--- src/rtl/sample_recorder.sv ---
// sample_recorder: pre/post-trigger sample capture into a circular RAM over Avalon-MM, with a Nios register slave.
// Ports:
//   avmms_clk, avmms_reset        single clock, synchronous active-high reset
//   sample_data, sample_valid     incoming sample stream
//   ext_start, stop_in            synchronous trigger / comparator-stop levels (rising edges used)
//   avmms_*                       register slave (read latency 1), irq on completion
//   avmm_address/write/writedata  RAM write master
//   pretrig_ready, busy           capture status
module sample_recorder #(
    parameter int DATA_W = 8,
    parameter int ADDR_W = 9
) (
    input  logic              avmms_clk,
    input  logic              avmms_reset,
    input  logic [DATA_W-1:0] sample_data,
    input  logic              sample_valid,
    input  logic              ext_start,
    input  logic              stop_in,
    input  logic              avmms_cs,
    input  logic [2:0]        avmms_address,
    input  logic              avmms_write,
    input  logic [31:0]       avmms_writedata,
    input  logic              avmms_read,
    output logic [31:0]       avmms_readdata,
    output logic              irq,
    output logic [ADDR_W-1:0] avmm_address,
    output logic              avmm_write,
    output logic [DATA_W-1:0] avmm_writedata,
    output logic              pretrig_ready,
    output logic              busy
);
    localparam int LW = ADDR_W + 1;
    localparam logic [31:0] DEPTH = 32'(1) << ADDR_W;

    typedef enum logic [2:0] {IDLE = 3'd0, PRE = 3'd1, ARMED = 3'd2, POST = 3'd3, DONE = 3'd4} state_t;
    state_t state, state_nx;

    logic ext_en, irq_en, done_f, short_pre, stopped, ext_q, stop_q;
    logic [LW-1:0] pre_len, post_len, pre_lat, post_lat, cnt, cnt_inc, sat_len;
    logic [ADDR_W-1:0] wr_ptr, trig_ptr;
    logic bus_wr, ctrl_wr, arm, sw_trig, abort, trig, stop_edge;
    logic capturing, post_full, wen, arm_go, trig_go;
    logic [31:0] rd_mux;

    assign bus_wr    = avmms_cs & avmms_write;
    assign ctrl_wr   = bus_wr && avmms_address == 3'd0;
    assign arm       = ctrl_wr & avmms_writedata[0];
    assign sw_trig   = ctrl_wr & avmms_writedata[2];
    assign abort     = ctrl_wr & avmms_writedata[3];
    assign trig      = sw_trig | (ext_en & ext_start & ~ext_q);
    assign stop_edge = stop_in & ~stop_q;
    assign capturing = state == PRE || state == ARMED || state == POST;
    // Once the post window is full no further samples are written, even if still in POST for a cycle.
    assign post_full = state == POST && cnt >= post_lat;
    assign wen       = sample_valid & capturing & ~post_full & ~abort & ~avmms_reset;
    assign arm_go    = arm & ~abort & (state == IDLE || state == DONE);
    assign trig_go   = trig & ~abort & (state == PRE || state == ARMED);
    assign cnt_inc   = cnt + 1'b1;
    assign sat_len   = avmms_writedata > DEPTH ? DEPTH[LW-1:0] : avmms_writedata[LW-1:0];

    assign avmm_write     = wen;
    assign avmm_address   = wr_ptr;
    assign avmm_writedata = sample_data;
    assign irq            = done_f & irq_en & ~avmms_reset;
    assign busy           = capturing & ~avmms_reset;
    assign pretrig_ready  = state == ARMED && !avmms_reset;

    always_comb begin
        state_nx = state;
        if (abort)
            state_nx = IDLE;
        else if (arm_go)
            state_nx = pre_len == '0 ? ARMED : PRE;
        else if (trig_go)
            state_nx = POST;
        else if (state == PRE && wen && cnt_inc == pre_lat)
            state_nx = ARMED;
        else if (state == POST && (stop_edge || post_full || (wen && cnt_inc == post_lat)))
            state_nx = DONE;
    end

    always_comb begin
        rd_mux = 32'hCCCC;
        case (avmms_address)
            3'd0: rd_mux = {27'd0, irq_en, 2'b00, ext_en, 1'b0};
            3'd1: rd_mux = {25'd0, state, stopped, short_pre, capturing, done_f};
            3'd2: rd_mux = 32'(pre_len);
            3'd3: rd_mux = 32'(post_len);
            3'd4: rd_mux = 32'(trig_ptr);
            3'd5: rd_mux = 32'(wr_ptr);
            default: ;
        endcase
    end

    always_ff @(posedge avmms_clk) begin
        if (avmms_reset) begin
            state          <= IDLE;
            ext_en         <= 1'b0;
            irq_en         <= 1'b0;
            done_f         <= 1'b0;
            short_pre      <= 1'b0;
            stopped        <= 1'b0;
            ext_q          <= 1'b1;
            stop_q         <= 1'b1;
            pre_len        <= '0;
            post_len       <= '0;
            pre_lat        <= '0;
            post_lat       <= '0;
            cnt            <= '0;
            wr_ptr         <= '0;
            trig_ptr       <= '0;
            avmms_readdata <= '0;
        end else begin
            state  <= state_nx;
            ext_q  <= ext_start;
            stop_q <= stop_in;
            if (ctrl_wr) begin
                ext_en <= avmms_writedata[1];
                irq_en <= avmms_writedata[4];
            end
            if (bus_wr && avmms_address == 3'd2)
                pre_len <= sat_len;
            if (bus_wr && avmms_address == 3'd3)
                post_len <= sat_len;
            if (wen) begin
                wr_ptr <= wr_ptr + 1'b1;
                cnt    <= cnt_inc;
            end
            // A sample accepted in the trigger cycle is already the first post sample.
            if (trig_go) begin
                trig_ptr <= wr_ptr;
                cnt      <= LW'(wen);
                if (state == PRE)
                    short_pre <= 1'b1;
            end
            if (state == POST && stop_edge && !abort)
                stopped <= 1'b1;
            if (bus_wr && avmms_address == 3'd1 && avmms_writedata[0])
                done_f <= 1'b0;
            if (state_nx == DONE && state != DONE)
                done_f <= 1'b1;
            // Window lengths are latched here so mid-capture register writes wait for the next capture.
            if (arm_go) begin
                done_f    <= 1'b0;
                short_pre <= 1'b0;
                stopped   <= 1'b0;
                wr_ptr    <= '0;
                cnt       <= '0;
                pre_lat   <= pre_len;
                post_lat  <= post_len;
            end
            if (avmms_cs && avmms_read)
                avmms_readdata <= rd_mux;
        end
    end
endmodule

--- config.mk ---
export PLATFORM = sky130hd
export DESIGN_NAME = sample_recorder
export DESIGN_NICKNAME = d
export VERILOG_FILES = /design/src/rtl/sample_recorder.sv
export SDC_FILE = /design/constraint.sdc
export NUM_CORES = 1
export LEC_CHECK = 0
export ABC_AREA = 1
export CAP_MARGIN = 20
export CORE_UTILIZATION = 51
export CTS_CLUSTER_SIZE = 40
export DETAILED_ROUTE_END_ITERATION = 8
export PLACE_DENSITY = 0.83
export RECOVER_POWER = 25
export SLEW_MARGIN = 20
export SYNTH_ARGS = -nofsm -noshare
export SYNTH_HDL_FRONTEND = slang
export SYNTH_SLANG_ARGS = --single-unit
--- constraint.sdc ---
create_clock -name avmms_clk -period 2.4 [get_ports avmms_clk]
set_input_delay 0.36 -clock avmms_clk [delete_from_list [all_inputs] [get_ports avmms_clk]]
set_output_delay 0.36 -clock avmms_clk [all_outputs]
set_load 0.02 [all_outputs]
### Word-level counts from Yosys, hierarchy flattened

Index checks and enable logic that the tools add are counted.

| word-level totals | value |
|---|---|
| register bits | 110 |
| bits of input ports | 51 |

| cells by class | value |
|---|---|
| add/subtract/negate cells | 2 |
| order comparisons | 2 |
| equal/unequal tests | 13 |
| mux-type cells | 12 |
| bitwise gates (word level) | 24 |
| reduce and logical (&&, ||, !) cells | 30 |

Operators by type and width:

| cell | count |
|---|---|
| 16-bit case mux with 6 select lines | 1 |
| 32-bit by 10-bit greater-than comparator with 1-bit output (second input constant) | 1 |
| 10-bit == test | 2 |
| 1-bit AND | 18 |
| 1-bit logical AND | 15 |
| 3-bit 2-to-1 mux | 5 |
| 3-bit by 2-bit == test with 1-bit output (second input constant) | 4 |
| 3-bit == test (second input constant) | 4 |
| 10-bit by 1-bit adder with 10-bit output (second input constant) | 1 |
| 10-bit >= comparator | 1 |
| 10-bit logical NOT | 1 |
| 10-bit 2-to-1 mux | 1 |
| 9-bit by 1-bit adder with 9-bit output (second input constant) | 1 |
| 3-bit by 1-bit == test with 1-bit output (second input constant) | 2 |
| 3-bit logical NOT | 2 |
| 1-bit logical OR | 5 |
| 1-bit inverter | 5 |
| 1-bit 2-to-1 mux | 4 |
| 2-bit nonzero test | 2 |
| 3-bit inequality test (second input constant) | 1 |
| 3-bit OR reduction | 1 |
| 1-bit logical NOT | 2 |
| 2-bit 2-to-1 mux | 1 |
| 2-bit AND reduction | 1 |
| 2 further kinds | 2 |

### Logic depth before layout (Yosys ltp)

| logic depth | value |
|---|---|
| depth after elaboration | 18 |
| depth in mapped cells | 19 |

### Worst setup path before layout

OpenSTA, ideal clock, no wires.

| timing path | value |
|---|---|
| path type | reg2reg |
| from | reg cnt[0] |
| to | reg done_f |
| library setup time | 0.066 ns |
| arrival time | 2.012 ns |
| data required time | 2.334 ns |
| setup slack | 0.322 ns |
| stages on the path, launching flop included | 20 |
| buffers on the path | 0 |
| period minus slack after synthesis | 2.078 ns |
| cells stage by stage | dfxtp_1 inv_2 ha_1 inv_1 nand2_1 nand2_1 nand2_1 nand3_1 nand3_1 nand2_1 nand2_4 inv_2 nand3_2 nor2_2 nor2_1 nand2_1 nand2_1 nand2_2 nand3_2 a21oi_2 |

| between the ends | value |
|---|---|
| cells in the longest elaborated chain, start to end | 17 |
| elaborated cells on any way between the ends | 24 |
| classes of those cells | add/sub: 1; order compare: 1; eq/ne: 3; mux: 6; bitwise: 4; reduce/logical: 9 |

RTL lines:

| what | line | source |
|---|---|---|
| start: declaration | 39 | `logic [LW-1:0] pre_len, post_len, pre_lat, post_lat, cnt, cnt_inc, sat_len;` |
| start signal: assignment | 127 | `cnt <= cnt_inc;` |
| start signal: assignment | 132 | `cnt <= LW'(wen);` |
| 10-bit >= comparator (*) | 54 | `assign post_full = state == POST && cnt >= post_lat;` |
| 1-bit logical AND (*) | 54 |  |
| 1-bit inverter (*) | 55 | `assign wen = sample_valid & capturing & ~post_full & ~abort & ~avmms_reset;` |
| 1-bit AND (*) (3 in series) | 55 |  |
| named net avmm_write | 27 | `output logic avmm_write,` |
| 1-bit logical AND | 78 | `else if (state == POST && (stop_edge \|\| post_full \|\| (wen && cnt_inc == post_lat)))` |
| 1-bit logical OR | 78 |  |
| 1-bit logical AND | 78 |  |
| 3-bit 2-to-1 mux | 78 |  |
| 3-bit 2-to-1 mux (*) | 76 | `else if (state == PRE && wen && cnt_inc == pre_lat)` |
| 3-bit 2-to-1 mux (*) | 74 | `else if (trig_go)` |
| 3-bit 2-to-1 mux (*) | 72 | `else if (arm_go)` |
| 3-bit 2-to-1 mux (*) | 70 | `if (abort)` |
| 3-bit == test (*) | 140 | `if (state_nx == DONE && state != DONE)` |
| 1-bit logical AND (*) | 140 |  |
| 1-bit 2-to-1 mux / 2-bit nonzero test (equally long branches) | - |  |
| end signal: assignment | 139 | `done_f <= 1'b0;` |
| end signal: assignment | 141 | `done_f <= 1'b1;` |
| end signal: assignment | 144 | `done_f <= 1'b0;` |
| end: declaration | 38 | `logic ext_en, irq_en, done_f, short_pre, stopped, ext_q, stop_q;` |

The timed path passes the listed nets; every way through them passes the cells marked *.
A chain may end at the register's enable or synchronous reset.

### Worst setup path after layout

| timing path | value |
|---|---|
| from | in avmms_reset |
| to | out pretrig_ready |

| between the ends | value |
|---|---|
| cells in the longest elaborated chain, start to end | 2 |

RTL lines:

| what | line | source |
|---|---|---|
| start: declaration | 14 | `input logic avmms_reset,` |
| 1-bit logical NOT | 66 | `assign pretrig_ready = state == ARMED && !avmms_reset;` |
| 1-bit logical AND | 66 |  |
| end: declaration | 29 | `output logic pretrig_ready,` |

No other way between the ends.

==> metrics.md <==
| Metric | Value |
|---|---|
| Synth warnings | 0 |
| WP data required | approximately 2.0 ns |
| R2R Setup Slk | 0.17 ns |
| WL/cell | between 15 and 20 µm |
| Max Fclk | ~440 MHz |
| CP peak stage delay | 0.61 ns |
| Final net count | roughly 830 |
| Drt total wl | approximately 14,000 µm |
| Clock slew at reported path FFs | about 0.080 ns |
| RSZ-0062 raised after global routing | true |
| Startpoint types | input port |
| Starting Density | between 50 and 60% |
| Vias | around 4.9k |
| Crit Path Category | in -> out |
| Part of the power in the clock network | around two fifths |
| DR pass1 iterations | 6 |
| Number of synthesized flops with an enable pin | 0 |
| Final setup vio count | 0 |
| TritonCTS clock tree | built |
| Netlist cell types | 48 |
| Switching power | about 730 µW |
| Clk_skew | 0.00780 ns |
| Maxcap violations | 0 |
| Port bufs | slightly below 70 |
| Worst slew pin tran | 0.577 ns |
| Crit end category | primary output |
| Post-Syn Area | between 4000 and 5000 µm² |
| Fraction of power spent switching nets | 24.1% |
| GRT Util Overall | 28.1% |
| Reg2Reg Depth | 17 |
| Dpl ws | -0.120 ns |
| R2r startpoint | post_lat[9] |
| Root Buffer | clkbuf_8 |
| Post-route ant nets | 0 |
| Share of power burned in combinational logic | under 10% |
| CORE AREA | just over 9000 µm² |
| Maximum buffer depth of the clock tree | 2 |
| Slew Limit Fails | 0 |
| Leakage | 0.00254 µW |
| Reg-to-reg endpoint | done_f |
| Htree depth | 3 |
| Grt total ovfl | 0 |
| Internal power | about 2300 µW |
| Hold Crit Start | avmms_readdata[9] |
| Clock latency at the later pin of the worst-skew pair | around 0.36 ns |
| Largest net degree at the start of global routing | 43 |
| Post-synthesis sequential area ratio | a little under two fifths |
| CTS Buf Count | 9 |
| RD Place Congestion | 0.951 |
| CP cell instances | dlygate4sd3_1 > buf_4 > nor2_1 > clkdlybuf4s50_1 |
| Final WS setup | about 0.13 ns |
| I/O Pins | approximately 100 |
| Maximum VDD drop | 0.000308 V |
| Synth-to-layout area growth | 23.9% |
| Worst EP arrival | 1.91 ns |
| Vias in the first global route | ~4.7k |
| Hpwl dp | around 10,000 µm |
| CP Max Fanout | 13 |
| Post-synthesis register bit count | a little under 90 |
| First-pass GRT wire length | roughly 22,000 µm |
| FF/Latch Area | 1780 µm² |
| HP Class | reg -> reg |
| Synth async-reset ratio | 0% |
| Endpoints failing hold | 0 |
| Top delay family on crit path | buffers and inverters |
| Hold path depth | 2 |
| Diodes inserted | 0 |
| Mapped Cells | 677 |
| Status | finished, final reports clean |
| Total power | slightly above 3000 µW |
| Hold Buf Count CTS | 0 |
| Clk sinks | slightly below 90 |
| Seq pwr share | around half |
| Mapped Avg Cell Area | 7.14 µm² |
| First DRT Iteration DRCs | around 370 |
| Slew headroom | between 60% and 70% |
| Share of post-route cells with drive strength above 1 | between 10% and 20% |
| Hold EP | avmms_readdata[9] |
| Multi-input gate area | ~2500 µm² |
| Die height | about 99 µm |
| Min Tclk post-route | between 2 and 2.5 ns |
| Slowest cell on crit path | clkdlybuf4s50_1 |
| FP Rows | 35 |
| Vias per cell | roughly 5.6 |
| Die area | 9870 µm² |
| Crit share post-route | between 90% and 100% |
| P per Cell Area | approximately 500 nW/µm² |
| Most used DFF post-synth | dfxtp_1 |
| FILL cells | ~800 |
| DRC | 0 |
| Initial antenna violation count | 0 |
| Die Wd | ~100 µm |
| CP bufs+invs | 3 |
[worst max-delay path by stage]
stage | cells past startpoint | to | start | slack (ns)
finish | 4 | pretrig_ready | avmms_reset | 0.13
detailed placement | 16 | done_f | avmms_address[0] | -0.12
floorplan | 19 | done_f | cnt[0] | 0.32
global route | 18 | done_f | cnt[0] | -0.06
global placement | 11 | post_lat[8] | avmms_address[0] | -0.02
CTS | 9 | avmm_write | post_lat[9] | 0.01
[placed cells by master (no fill, tap or decap), drive strengths merged, types with 10 or more instances in the layout]
master           n
clkbuf          16
clkdlybuf4s50   56
nand3           34
o21ai           75
nor4            12
a21oi           76
nor3            10
nor2            59
conb            18
ha              12
buf             36
nand2          131
dlygate4sd3     12
inv             82
dfxtp           89
[state kept, by name, summed over array words and instances (netlist names), 3 cells and up]
| register | flops |
|---|---|
| avmm_address | 9 |
| avmms_readdata | 11 |
| pre_len | 10 |
| pre_lat | 10 |
| post_lat | 10 |
| cnt | 10 |
| state | 3 |
| post_len | 10 |
| trig_ptr | 9 |
[synthesized netlist by cell type, types with 2 or more instances]
cell type    n  area share (%)
a211oi_1     2            0.31
a21oi_1     75             7.8
a221oi_1     7             1.3
a22oi_1      5            0.78
a31oi_1      3            0.39
a41oi_1      2            0.36
buf_2        3            0.31
buf_4       30             4.7
clkbuf_1    16             1.2
dfxtp_1     89              37
ha_1        12             3.1
inv_1       74             5.7
inv_2        8            0.62
nand2_1    116             9.0
nand2_2     13             1.7
nand2_4      2            0.47
nand3_1     31             3.2
nand3_2      3            0.62
nand4_1      6            0.78
nor2_1      51             4.0
nor2_2       5            0.65
nor2_8       2            0.83
nor3_1       7            0.73
nor3_2       3            0.62
nor3b_1      2            0.31
nor4_1      10             1.3
o21ai_0     72             7.5
o21ai_1      3            0.31
o22ai_1      2            0.26
xnor2_1      2            0.36
xor2_1       4            0.73
[per-layer routing]
metal / GRT usage (%) / vias to the layer above / share of wire, %
met5: 2.05 / - / 0
met3: 7.17 / 48 / 9.4
met1: 35.4 / 2235 / 42
li1: - / 2398 / -
met4: 12.9 / 0 / 3.9
met2: 44.9 / 256 / 45
[worst min-delay path, stage by stage (launching register included)]
cell and delay [ns]:
dfxtp_1 0.32, nand2_1 0.06, a21oi_1 0.05
[through the flow]
stage	cell area, µm²	setup TNS (ns)	hold WS [ns]	utilization [%]	std cells
CTS	5940	0	0.479	64.6	878
detailed placement	5710	-0.356	0.464	62.0	862
global placement	5710	-0.0243	0.459	62.0	862
finish	5980	0	0.474	65.1	878
global route	5980	-0.0636	0.497	65.1	878
floorplan	4890	0	0.429	-	694
[power by group through the flow]
| stage | Clock (µW) | Sequential (µW) | Combinational, µW |
|---|---|---|---|
| 3_3_place_gp | 0 | 1550 | 290 |
| 4_1_cts | 1220 | 1520 | 300 |
| 6_report | 1220 | 1520 | 301 |
| 3_5_place_dp | 0 | 1550 | 298 |
| 2_1_floorplan | 0 | 1550 | 189 |
| 5_1_grt | 1270 | 1520 | 328 |
[final cells by class]
cell class,instances,share of cell area (%)
multi-input combinational,472,42.6
clock buffer,12,2.76
timing repair buffer,108,16.2
tap,111,2.32
clock inverter,4,1.23
inverter,82,5.14
sequential,89,29.8
[logic make-up after synthesis]
family                     synth area share [%]
AOI/OAI and AO/OA                          20.7
xor gates and xnor gates                   1.09
adders and majority gates                  3.11
buffers and inverters                      13.0
DFF                                        36.9
other                                    0.0776
and+or+nand+nor                            25.2
[repair_timing]
action	4_1_cts	5_1_grt
gates resized for setup	2	13
pin swaps	0	3
buffers inserted	0	0
setup endpoints to repair	1	6
cloned	0	0
Power figures use the tool's default switching activity.
